**src/rtl/abs_window_mean_pkg.sv**
```systemverilog
// abs_window_mean_pkg: shared FSM encoding and accumulator width helper
package abs_window_mean_pkg;

    typedef enum logic {
        FILL = 1'b0,
        RUN  = 1'b1
    } state_t;

    function automatic int acc_width(input int width, input int log2_len);
        return width + log2_len;
    endfunction

endpackage

```
**src/rtl/abs_window_mean_abs_sat.sv**
```systemverilog
// abs_window_mean_abs_sat: registered absolute value of one channel, optional saturation of the most negative code
module abs_window_mean_abs_sat #(
    parameter int WIDTH = 16,
    parameter bit SAT   = 1
) (
    input  logic             clk,
    input  logic             rst_n,
    input  logic             vld,
    input  logic [WIDTH-1:0] x,
    output logic [WIDTH-1:0] mag
);

    logic [WIDTH-1:0] abs_val;
    logic             is_min;

    assign is_min  = x == {1'b1, {(WIDTH-1){1'b0}}};
    assign abs_val = !x[WIDTH-1] ? x : (SAT && is_min) ? {1'b0, {(WIDTH-1){1'b1}}} : -x;

    // capture |x| on valid samples, zero otherwise
    always_ff @(posedge clk or negedge rst_n)
        if (!rst_n) mag <= '0;
        else        mag <= vld ? abs_val : '0;

endmodule

```
**src/rtl/abs_window_mean.sv**
```systemverilog
// abs_window_mean: per-channel |x| plus mean magnitude over 2**LOG2_LEN valid samples
module abs_window_mean
    import abs_window_mean_pkg::*;
#(
    parameter int WIDTH    = 16,
    parameter int CH       = 2,
    parameter int LOG2_LEN = 6,
    parameter bit SAT      = 1
) (
    input  logic                clk,
    input  logic                rst_n,
    input  logic                vld,
    input  logic                clr,
    input  logic [CH*WIDTH-1:0] in,
    output logic [CH*WIDTH-1:0] mag,
    output logic                mag_vld,
    output logic [CH*WIDTH-1:0] mean,
    output logic                mean_vld,
    output logic                mean_ok
);

    localparam int ACC_W = acc_width(WIDTH, LOG2_LEN);

    state_t              state, state_next;
    logic [LOG2_LEN-1:0] cnt;
    logic                done;

    // a window completes on its last valid magnitude unless a clear takes priority
    assign done    = mag_vld && !clr && (cnt == '1);
    assign mean_ok = state == RUN;

    for (genvar k = 0; k < CH; k++) begin : g_ch
        logic [ACC_W-1:0] acc, sum;
        logic [WIDTH-1:0] mean_r;

        abs_window_mean_abs_sat #(.WIDTH(WIDTH), .SAT(SAT)) u_abs (
            .clk   (clk),
            .rst_n (rst_n),
            .vld   (vld),
            .x     (in[k*WIDTH +: WIDTH]),
            .mag   (mag[k*WIDTH +: WIDTH])
        );

        assign sum                   = acc + ACC_W'(mag[k*WIDTH +: WIDTH]);
        assign mean[k*WIDTH +: WIDTH] = mean_r;

        // accumulate magnitudes; the top WIDTH bits of the final sum are the floored mean
        always_ff @(posedge clk or negedge rst_n)
            if (!rst_n) begin
                acc    <= '0;
                mean_r <= '0;
            end else if (clr) begin
                acc <= '0;
            end else if (mag_vld) begin
                acc <= done ? '0 : sum;
                if (done) mean_r <= sum[ACC_W-1 -: WIDTH];
            end
    end

    // shared valid pipeline and window sample counter (wraps at window end)
    always_ff @(posedge clk or negedge rst_n)
        if (!rst_n) begin
            mag_vld  <= 1'b0;
            mean_vld <= 1'b0;
            cnt      <= '0;
        end else begin
            mag_vld  <= vld;
            mean_vld <= done;
            cnt      <= clr ? '0 : mag_vld ? cnt + 1'b1 : cnt;
        end

    // FSM state register
    always_ff @(posedge clk or negedge rst_n)
        if (!rst_n) state <= FILL;
        else        state <= state_next;

    // FILL until the first completed window; clear always returns to FILL
    always_comb begin
        state_next = state;
        state_next = clr ? FILL : done ? RUN : state;
    end

endmodule

```
**config.mk**
```make
export PLATFORM = sky130hd
export DESIGN_NAME = abs_window_mean
export DESIGN_NICKNAME = d
export VERILOG_FILES = /design/src/rtl/abs_window_mean_pkg.sv /design/src/rtl/abs_window_mean_abs_sat.sv /design/src/rtl/abs_window_mean.sv
export SDC_FILE = /design/constraint.sdc
export NUM_CORES = 1
export LEC_CHECK = 0
export CAP_MARGIN = 20
export CORE_MARGIN = 1
export CORE_UTILIZATION = 40
export CTS_CLUSTER_SIZE = 28
export DETAILED_ROUTE_END_ITERATION = 12
export GPL_TIMING_DRIVEN = 0
export PLACE_DENSITY = 0.66
export REMOVE_ABC_BUFFERS = 1
export SYNTH_ARGS = -nofsm -noshare
export SYNTH_HDL_FRONTEND = slang
export SYNTH_SLANG_ARGS = --single-unit
```
**constraint.sdc**
```tcl
create_clock -name clk -period 6.2 [get_ports clk]
set_input_delay 1.55 -clock clk [delete_from_list [all_inputs] [get_ports clk]]
set_output_delay 1.55 -clock clk [all_outputs]
set_load 0.01 [all_outputs]
```
==> results.md <==
* Slowest stage cell, crit path: or3b_2
* Post-synth EDFFs at 0
* Most used DFF post-synth: dfrtp_1
* Initial DRC Count at 377
* Hold path cells at 2
* Min-delay worst type: flop to flop
* Nets at 857
* Multi-input logic area at between 3000 and 4000 um^2
* Total number of vias at 5608
* Htree depth at 4
* Synth Warn # at 0
* Initial antenna violation count at 0
* Max Cap Viol at 0
* CTS tree: built
* R2r startpoint: cnt[0]
* Post-synthesis register bit count at about 120
* Netlist Area Pre-Place at 6664 um^2
* Crit path DAT at 4.33 ns
* Chip Height at 131.1 um
* Total area of sequential cells at a little under 3000 um^2
* Register clock-pin slew on the reported worst setup and hold paths at 0.05 ns
* Hold Fails Final Rpt at 0
* Top post-synthesis cells by count: dfrtp_1, nand2_1, a21oi_1
* CTS resizes at 0
* Final setup vio count at 0
* CP Buf/Inv Count at 2
* Kind of start point of the critical path: input port
* Final Max Slew Viols at 0
* Clock sinks at 117
* Die W at roughly 130 um
* I/O Buffers at between 100 and 150
* Worst Hold End: g_ch[0].mean_r[12]
* Period utilisation layout at 0.6508
* Core area at 16060 um^2
* Die area at 17180 um^2
* Post-CTS Hold Buffers at 0
* Cell class contributing the biggest share of worst-path delay: buffers and inverters
* Clock Skew at approximately 0.0091 ns
* Tot GR Track Use at 0.2109
* DR WL/cell at 16.60 um
* Critical path type: input port to flop
* Grt ovf at 0
* Max Root-Sink Buffers at 2
* N_diodes at 0
* Mapped Avg Cell Area at between 9 and 10 um^2
* Netlist cell types at 60
* Mapped Cells at 691
* Vias in the first global route at 5476
* Worst EP required at 6.50 ns
* CTS Buf Count at 17
* Final period demand of the worst path at 4.035 ns
* Fraction of layout instances using a drive strength above 1 at 0.07152
* Share of the synthesized area in the top cell type at 0.4394
* Slowest stage delay, CP at approximately 0.76 ns
* Maximum vdd drop at 0.2135 mV
* Clk Latency, worst-skew pair at 0.42 ns
* Setup Buffers After CTS at 0
* Via-to-Cell Ratio at 5.536
* Pwr dens at 250.5 nW/um^2
* Yosys top cell by area: dfrtp_1
* # rows at 46
* Routability congestion estimate at 0.9074
* Min-delay src: g_ch[0].mean_r[12]
* P_leak at 3.751 nW
* DRT Wirelength at 16810 um
* Fillers at around 1400
* Seq/Total Area, Yosys at 0.4394
* Status: complete, no violations
* Post-DRT Antenna Nets at 0
* RSZ-0062 raised after global routing: false
* Post-DP HPWL at about 12000 um
* WHS at about 0.47 ns
* Area growth from synthesis to layout at 27.24%
* Synth top area cells: dfrtp_1, ha_1, a21oi_1
* R2R Path End: g_ch[0].mean_r[3]
* Worst Tran Pin Value at about 0.97 ns
* Largest net degree at the start of global routing at between 60 and 70
* Ports at 103
* Crit-path cells: clkdlybuf4s50_1 > or3b_2 > inv_1 > and3_1 > a221oi_1 > nand2_1
* Final Core Density at 0.5281
* PnR Total Power at 2.124 mW
* Starting Density at 0.4150
* R2r setup slk at roughly 3.2 ns
* CTS root buf: clkbuf_16
* Detailed Routing Iterations Pass 1 at 5
* CP endpoint kind: flop
* DRC violations left at 0
* Top-count cell post-synth: dfrtp_1
* Worst r2r path cells at 6
* First-pass GRT wire length at 27570 um
* Async S/R FF share, synth at 1.000
* Crit path max fanout at 42
* Fmax at 247.8 MHz
* Relative max-transition margin at 0.3501
==> tightest hold or removal path: cells and delay by family (launching register included) <==
| family | cells | cell delay [ns] |
|---|---|---|
| flip-flops | 1 | 0.34 |
| AO/OA/AOI/OAI | 1 | 0.05 |
| AND/OR/NAND/NOR | 1 | 0.04 |
==> metrics by stage <==
stage                     area, um^2  cells  worst slack (ns)  setup TNS [ns]
after global routing            8479   1013             1.864               0
after floorplan                 6534    660             2.962               0
after CTS                       8464   1012             2.102               0
final                           8479   1013             2.165               0
after global placement          7825    978           -0.9489         -110.01
after detailed placement        7876    980             1.672               0
==> placed cells by master (no fill, tap or decap), drive strengths merged, types with 10 or more instances in the layout <==
| cell | instances |
|---|---|
| a22o | 23 |
| a211oi | 10 |
| clkdlybuf4s50 | 101 |
| nand3 | 11 |
| ha | 35 |
| inv | 18 |
| xnor2 | 26 |
| nor2 | 25 |
| o21ai | 52 |
| nand2 | 88 |
| a21oi | 70 |
| xor2 | 30 |
| dfrtp | 117 |
| o31ai | 13 |
| a21o | 11 |
| nor3 | 10 |
| clkbuf | 23 |
==> power breakdown <==
group | internal, mW | switching (mW) | total (mW)
Clock | 0.629 | 0.344 | 0.974
Combinational | 0.142 | 0.179 | 0.321
Sequential | 0.799 | 0.0302 | 0.830
==> layer usage <==
layer	GRT usage	vias to the layer above	wire [um]
met1	0.2898	2706	8048
met3	0.03977	30	696
li1	-	2701	-
met5	0	-	0
met2	0.3212	171	7665
met4	0.1001	0	403
==> cells by family after synthesis <==
| group | after synthesis | share of synthesized area |
|---|---|---|
| fa+ha+maj | 37 | 0.07172 |
| flops | 117 | 0.4394 |
| mux | 16 | 0.02572 |
| buf+inv | 50 | 0.03023 |
| compound gates | 230 | 0.2242 |
| simple gates | 185 | 0.1352 |
| xor+xnor | 56 | 0.07360 |
==> worst max-delay path by stage <==
stage | startpoint | endpoint | slack (ns) | cells after the start
2_1_floorplan | in[3] | g_ch[0].u_abs.mag[13] | 2.96 | 4
3_3_place_gp | rst_n | g_ch[1].mean_r[13] | -0.95 | 1
3_5_place_dp | clr | g_ch[0].mean_r[13] | 1.67 | 6
4_1_cts | clr | g_ch[0].mean_r[13] | 2.10 | 6
5_1_grt | clr | g_ch[0].mean_r[13] | 1.86 | 6
6_report | clr | g_ch[0].mean_r[13] | 2.17 | 6
==> cell type report <==
type / instances / share of cell area
Clock buffer: 23 / 0.05755
Clock inverter: 9 / 0.01180
Inverter: 19 / 0.008411
Multi-Input combinational cell: 524 / 0.4177
Sequential cell: 117 / 0.3453
Tap cell: 216 / 0.03187
Timing Repair Buffer: 105 / 0.1273
==> sequential cells by signal (all words and copies together) (netlist names) <==
register,count
mean_vld,1
g_ch.u_abs.mag,32
mag_vld,1
mean_ok,1
cnt,6
g_ch.acc,44
g_ch.mean_r,32
Power figures use the tool's default switching activity.
